File: config.mk
export PLATFORM = sky130hd
export DESIGN_NAME = sram_req_ctrl
export DESIGN_NICKNAME = d
export VERILOG_FILES = /design/src/rtl/sram_req_ctrl.sv
export SDC_FILE = /design/constraint.sdc
export NUM_CORES = 1
export LEC_CHECK = 0
export CORE_MARGIN = 4
export CORE_UTILIZATION = 43
export DETAILED_ROUTE_END_ITERATION = 6
export PLACE_DENSITY_LB_ADDON = 0.1
export SLEW_MARGIN = 5
export SYNTH_ARGS = -nofsm -noshare
export SYNTH_HDL_FRONTEND = slang
export SYNTH_SLANG_ARGS = --single-unit
export TNS_END_PERCENT = 5
File: constraint.sdc
create_clock -name CLK -period 4 [get_ports CLK]
set_input_delay 0.8 -clock CLK [delete_from_list [all_inputs] [get_ports CLK]]
set_output_delay 0.8 -clock CLK [all_outputs]
set_load 0.05 [all_outputs]
File: src/rtl/sram_req_ctrl.sv
// Request/response front end for a single-port SRAM macro with a 2-entry response skid buffer.
// Optional saturating access counters under `define SRAM_REQ_CTRL_STAT_EN.
module sram_req_ctrl #(
  parameter int DATA_W = 8,
  parameter int ADDR_W = 8
) (
  input  logic              CLK,
  input  logic              RSTB,
  input  logic              req_valid,
  output logic              req_ready,
  input  logic              req_wen,
  input  logic [ADDR_W-1:0] req_addr,
  input  logic [DATA_W-1:0] req_wdata,
  output logic              resp_valid,
  input  logic              resp_ready,
  output logic [DATA_W-1:0] resp_rdata,
  output logic              mem_CEB,
  output logic              mem_WEB,
  output logic [ADDR_W-1:0] mem_A,
  output logic [DATA_W-1:0] mem_D,
`ifdef SRAM_REQ_CTRL_STAT_EN
  output logic [31:0]       stat_rd_cnt,
  output logic [31:0]       stat_wr_cnt,
`endif
  input  logic [DATA_W-1:0] mem_Q
);

  logic              rd_pend;
  logic [DATA_W-1:0] skid [2];
  logic              head;
  logic              tail;
  logic [1:0]        count;

  logic credit_ok;
  logic acc;
  logic rd_acc;
  logic pop;
  logic fall_thru;
  logic push;
  logic pop_buf;

  // Credit uses registered state only, so resp_ready never reaches req_ready.
  assign credit_ok = (count + {1'b0, rd_pend}) < 2'd2;
  assign req_ready = RSTB && (req_wen || credit_ok);
  assign acc       = req_valid && req_ready;
  assign rd_acc    = acc && !req_wen;

  assign mem_CEB = !acc;
  assign mem_WEB = !req_wen;
  assign mem_A   = req_addr;
  assign mem_D   = req_wdata;

  assign resp_valid = (count != 2'd0) || rd_pend;
  assign resp_rdata = (count != 2'd0) ? skid[head] : mem_Q;

  assign pop       = resp_valid && resp_ready;
  assign fall_thru = (count == 2'd0) && rd_pend && pop;
  assign push      = rd_pend && !fall_thru;
  assign pop_buf   = pop && (count != 2'd0);

  always_ff @(posedge CLK or negedge RSTB) begin
    if (!RSTB) begin
      rd_pend <= 1'b0;
      head    <= 1'b0;
      tail    <= 1'b0;
      count   <= 2'd0;
      skid[0] <= '0;
      skid[1] <= '0;
    end else begin
      rd_pend <= rd_acc;
      if (push) begin
        skid[tail] <= mem_Q;
        tail       <= ~tail;
      end
      if (pop_buf) begin
        head <= ~head;
      end
      case ({push, pop_buf})
        2'b10:   count <= count + 2'd1;
        2'b01:   count <= count - 2'd1;
        default: count <= count;
      endcase
    end
  end

`ifdef SRAM_REQ_CTRL_STAT_EN
  always_ff @(posedge CLK or negedge RSTB) begin
    if (!RSTB) begin
      stat_rd_cnt <= '0;
      stat_wr_cnt <= '0;
    end else begin
      if (rd_acc && (stat_rd_cnt != '1)) begin
        stat_rd_cnt <= stat_rd_cnt + 32'd1;
      end
      if (acc && req_wen && (stat_wr_cnt != '1)) begin
        stat_wr_cnt <= stat_wr_cnt + 32'd1;
      end
    end
  end
`endif

endmodule

==> impl_results.md, run 1 <==
- Status: complete, no violations
- Max-cap check violation count: 0
- Via density per instance: 5.248
- Final period util: between 70% and 80%
- Root buffer cell: clkbuf_4
- Critical path required time: 3.20 ns
- Global-route wire length before repair: roughly 3300 µm
- DIE WIDTH: around 60 µm
- Post-Syn Area per Cell: roughly 11 µm²
- Final WL: 2003 µm
- CTS Buffer Depth: 2
- Cts hold-fix bufs: 0
- Slew HR: 64.50%
- Layout cells sized above 1: approximately a quarter
- Critical Path AT: around 2.3 ns
- CP Capture Type: output pin
- Max Clock Freq: around 320 MHz
- Synth unique cells: 23
- Post-layout nets: about 140
- Total die area: approximately 3600 µm²
- Post-CTS Setup Inserts: 0
- Drt pass-1 iters: 4
- Pwr/cell area: 946.6 nW/µm²
- Final hold vios: 0
- Hold Path Class: reg -> reg
- Crit path max fanout: 3
- Post-CTS Resized: 0
- Syn Nets: 131
- Number of port buffers: 24
- Initial core utilization: between 40% and 50%
- RD Place Congestion: slightly above 0.7
- TritonCTS Buffers: 3
- Seq/Total Area, Yosys: 45.45%
- Worst-Skew Late Latency: 0.29 ns
- Minimum clock period: about 3.1 ns
- CTS tree: done
- Ant. Diodes: 0
- Initial antenna violation count: 0
- Drt first-iter violations: 6
- Max Slew Vio Count: 0
- Peak supply drop: 0.0006026 V
- Fillers: around 230
- Total congestion overflow: 0
- Worst-margin pin slew: 0.5324 ns
- HPWL after detailed placement: approximately 1500 µm
- Crit path kind: in -> out
- CTS H-tree depth: 1
- Number of synthesized register bits: 21
- Die height: ~60 µm
- Post-DRT Antenna Nets: 0
- Worst-path clk slew: roughly 0.1 ns
- Largest net degree at the start of global routing: 19
- Setup TNS: 0 ns
- YS warnings: 0
- Layout area overhead: 14.93%
- Clock skew: between 0.005 and 0.006 ns
- RSZ-0062 raised after global routing: no
- Residual DRC: 0
- Detailed-route via count: 740
- DR WL/cell: around 14 µm
- Number of cell rows: 18
- Syn Std Cell Area: about 1200 µm²
- Design Power: 1258 µW
- Total GRT Usage: roughly 13%
- Setup violations, final: 0
- Core ar.: between 2000 and 3000 µm²
- Instance count of the mapped netlist: slightly above 100
- Vias in the first global route: between 700 and 800
- IO Pins: 57
- Leakage power: 0.0005684 µW
- Clk sinks: 21
- Crit start category: primary input
## state kept, by name (all words and copies together) (netlist names)
register  cells
rd_pend       1
count         2
skid         16
head          1
tail          1
## per-layer routing
metal | up-vias | part of all wire, % | GRT usage (%)
met1 | 340 | 41 | 15.04
met2 | 33 | 46 | 20.52
met4 | 0 | 3.0 | 8.228
li1 | 353 | - | -
met3 | 14 | 10 | 2.376
met5 | - | 0 | 0
## cell usage after synthesis, drive strengths merged
master / count / area, µm²
o21a: 1 / 7.510
xnor2: 3 / 26.28
dfrtp: 21 / 525.5
nor2: 10 / 40.04
and2: 1 / 6.260
nand2: 2 / 7.510
a21oi: 8 / 40.04
mux2: 16 / 180.2
or2: 1 / 6.260
or3: 1 / 6.260
nor3b: 2 / 31.28
ha: 1 / 12.51
mux2i: 8 / 80.08
and4: 1 / 8.760
o211ai: 1 / 7.510
buf: 19 / 133.9
xor2: 3 / 26.28
nand2b: 1 / 6.260
inv: 1 / 3.750
## worst max-delay path, cell delays in order
cell and delay, ns:
clkdlybuf4s50_1 0.50, nor2_1 0.06, a21oi_1 0.12, clkdlybuf4s50_1 0.81
## power by group
part / internal, µW / switching (µW)
Sequential: 313 / 87.3
Clock: 38.8 / 58.3
Combinational: 310 / 450
Total: 662 / 596
## path summary, 6_finish.rpt
check / start / end / slack [ns] / cells past startpoint
setup / recovery: mem_Q[7] / resp_rdata[7] / 0.91 / 4
hold / removal: skid[15] / skid[15] / 0.51 / 1
setup reg to reg: count[0] / count[1] / 2.16 / 5
hold reg to reg: skid[15] / skid[15] / 0.51 / 1
max in group asynchronous: RSTB / skid[9] / 2.75 / 2
min in group asynchronous: RSTB / rd_pend / 0.74 / 1
## logic make-up (layout without fill, tap and decap cells)
| family | after synthesis | in the layout | share of synthesized area, % |
|---|---|---|---|
| and+or+nand+nor | 19 | 19 | 9.742 |
| DFF | 21 | 21 | 45.45 |
| muxes | 24 | 24 | 22.51 |
| AOI/OAI and AO/OA | 10 | 10 | 4.763 |
| buffers and inverters | 20 | 30 | 11.90 |
| xor gates and xnor gates | 6 | 6 | 4.546 |
| adders and majority gates | 1 | 1 | 1.082 |
## placed cells by master, fill, tap and decap left out, types with 2 or more instances in the layout
cell type and n:
mux2_2 16, clkdlybuf4s50_1 22, nand2_1 2, clkbuf_4 3, a21oi_1 8, mux2i_1 8, nor2_1 9, xnor2_1 3
xor2_1 3, dfrtp_1 21, buf_4 3
## layout make-up
| cell class | instances | area (µm²) | share of cell area, % |
|---|---|---|---|
| Timing Repair Buffer | 25 | 242.7 | 18.27 |
| Clock buffer | 4 | 26.28 | 1.977 |
| Multi-Input combinational cell | 60 | 493.0 | 37.10 |
| Sequential cell | 21 | 525.5 | 39.55 |
| Tap cell | 30 | 37.54 | 2.825 |
| Inverter | 1 | 3.754 | 0.2825 |
## stage by stage
stage | setup slack (ns) | util (%) | hold slack [ns] | instances | area (µm²)
floorplan | 1.395 | - | 0.4800 | 101 | 1156
global placement | 0.9213 | 51.64 | 0.4895 | 137 | 1303
detailed placement | 0.9100 | 51.64 | 0.4947 | 137 | 1303
CTS | 0.9104 | 52.68 | 0.5204 | 141 | 1329
global route | 0.7990 | 52.68 | 0.5439 | 141 | 1329
finish | 0.9102 | 52.68 | 0.5146 | 141 | 1329
Power figures use the tool's default switching activity.
==> inputs of run 2 (changes only) <==
--- a/config.mk
+++ b/config.mk
@@ -6,7 +6,7 @@
 export NUM_CORES = 1
 export LEC_CHECK = 0
 export CORE_MARGIN = 4
-export CORE_UTILIZATION = 43
+export CORE_UTILIZATION = 36
 export DETAILED_ROUTE_END_ITERATION = 6
 export PLACE_DENSITY_LB_ADDON = 0.1
 export SLEW_MARGIN = 5
==> constraint.sdc (replaced) <==
create_clock -name CLK -period 2.8 [get_ports CLK]
set_input_delay 0.56 -clock CLK [delete_from_list [all_inputs] [get_ports CLK]]
set_output_delay 0.56 -clock CLK [all_outputs]
set_load 0.05 [all_outputs]
==> run 2 against run 1 <==
Net effect:
- cell count rose by 9.9%
- combinational power rose by 41%
- die area rose by 17%
- design area rose by 1.7%
- non-clock buffer count did not move
- highest routed layer unchanged
- clock-buffer cell count did not move
==> impl_results.md, run 2 (synthesized netlist as in run 1, its figures left out) <==
- Vias in the first global route: about 820
- DIE WIDTH: ~65 µm
- Minimum clock period: approximately 2.4 ns
- CTS tree: done
- Total GRT Usage: between 10% and 20%
- Max Clock Freq: just over 400 MHz
- Most frequent cells in the layout: 21 x dfrtp_1, 16 x mux2_2, 14 x clkdlybuf4s50_1
- Clock skew: between 0.004 and 0.005 ns
- Clk sinks: 21
- Post-CTS Setup Inserts: 0
- Max Slew Vio Count: 0
- Worst-Skew Late Latency: about 0.29 ns
- Multi-input gate area: about 490 µm²
- Core ar.: just over 3000 µm²
- Post-DRT Antenna Nets: 0
- Critical Path AT: 1.88 ns
- IO Pins: 57
- Hold Path Class: reg -> reg
- Number of cell rows: 20
- Root buffer cell: clkbuf_4
- Total die area: around 4200 µm²
- Layout area overhead: 16.88%
- HPWL after detailed placement: 1600 µm
- RSZ-0062 raised after global routing: no
- Peak supply drop: 0.0005795 V
- Biggest regs: skid x16, count x2
- Status: complete, no violations
- TritonCTS Buffers: 3
- Initial antenna violation count: 0
- Global-route wire length before repair: ~3800 µm
- Via density per instance: roughly 4.7
- Setup TNS: 0 ns
- Layout cells sized above 1: a little under a third
- Max-cap check violation count: 0
- Residual DRC: 0
- Die height: 64.67 µm
- Post-CTS Resized: 0
- CP Capture Type: output pin
- Final non-filler cell total: around 160
- Ant. Diodes: 0
- Commonest non-fill, non-tap cell in the layout: dfrtp_1
- Pwr/cell area: roughly 1300 nW/µm²
- Drt pass-1 iters: 3
- Final period util: a little under 90%
- Placed Cells incl. Taps: between 150 and 200
- Critical path required time: approximately 2.2 ns
- Fillers: a little over 300
- Setup violations, final: 0
- Top reg by flops: skid
- Final WL: about 2100 µm
- CTS Buffer Depth: 2
- Final hold vios: 0
- Crit path max fanout: 3
- Sequential cell area: 525.5 µm²
- Detailed-route via count: approximately 730
- Post-layout nets: around 140
- Initial core utilization: a little under two fifths
- Worst-margin pin slew: ~0.52 ns
- CTS H-tree depth: 1
- Total congestion overflow: 0
- RD Place Congestion: 0.6173
- Drt first-iter violations: 7
- Slew HR: 65.18%
- Crit start category: primary input
- Worst-path clk slew: around 0.11 ns
- Crit path kind: in -> out
- Cts hold-fix bufs: 0
- DR WL/cell: between 10 and 15 µm
- Leakage power: ~0.0006 µW
- Largest register FFs: 16
- Largest net degree at the start of global routing: 22
- Number of port buffers: 24
[run 2: cell count changes in the layout (fill, tap and decap cells not counted), sizes merged]
| cell | previous run | this run |
|---|---|---|
| clkdlybuf4s50 | 22 | 14 |
| buf | 3 | 11 |
[run 2: worst max-delay path, cell delays in order]
cell and delay [ns]:
clkdlybuf4s50_1 0.43, inv_1 0.08, clkdlybuf4s50_1 0.80
[run 2: final timing paths]
| check | startpoint | slack, ns | cells after the start | endpoint |
|---|---|---|---|---|
| hold / removal | skid[9] | 0.52 | 1 | skid[9] |
| min in group asynchronous | RSTB | 0.70 | 2 | tail |
| max in group asynchronous | RSTB | 1.88 | 2 | skid[0] |
| setup reg to reg | count[0] | 0.93 | 5 | count[1] |
| hold reg to reg | skid[9] | 0.52 | 1 | skid[9] |
| setup / recovery | req_wen | 0.36 | 3 | mem_WEB |
[run 2: cell type report]
| type | count | share of cell area, % |
|---|---|---|
| Timing Repair Buffer | 25 | 18.33 |
| Clock buffer | 4 | 1.944 |
| Multi-Input combinational cell | 60 | 36.48 |
| Tap cell | 44 | 4.074 |
| Inverter | 1 | 0.2778 |
| Sequential cell | 21 | 38.89 |
[run 2: power by group]
part / internal [µW] / switching, µW
clock network: 55.3 / 84.8
logic: 417 / 651
registers: 447 / 126
total: 919 / 862
[run 2: through the flow]
stage | power [µW] | hold slack (ns) | setup slack [ns] | area, µm² | util, %
finish | 1781 | 0.5174 | 0.3602 | 1351 | 44.26
detailed placement | 1666 | 0.4945 | 0.3533 | 1325 | 43.40
global route | 1908 | 0.5422 | 0.3173 | 1351 | 44.26
global placement | 1645 | 0.4883 | 0.3783 | 1325 | 43.40
floorplan | 1423 | 0.2644 | 0.4347 | 1156 | -
CTS | 1812 | 0.5223 | 0.3488 | 1351 | 44.26
[run 2: metal layers]
metal | wire (µm) | track usage [%]
met1 | 905 | 13.99
met3 | 138 | 3.120
met5 | 0 | 0
met2 | 979 | 17.91
met4 | 91 | 7.652
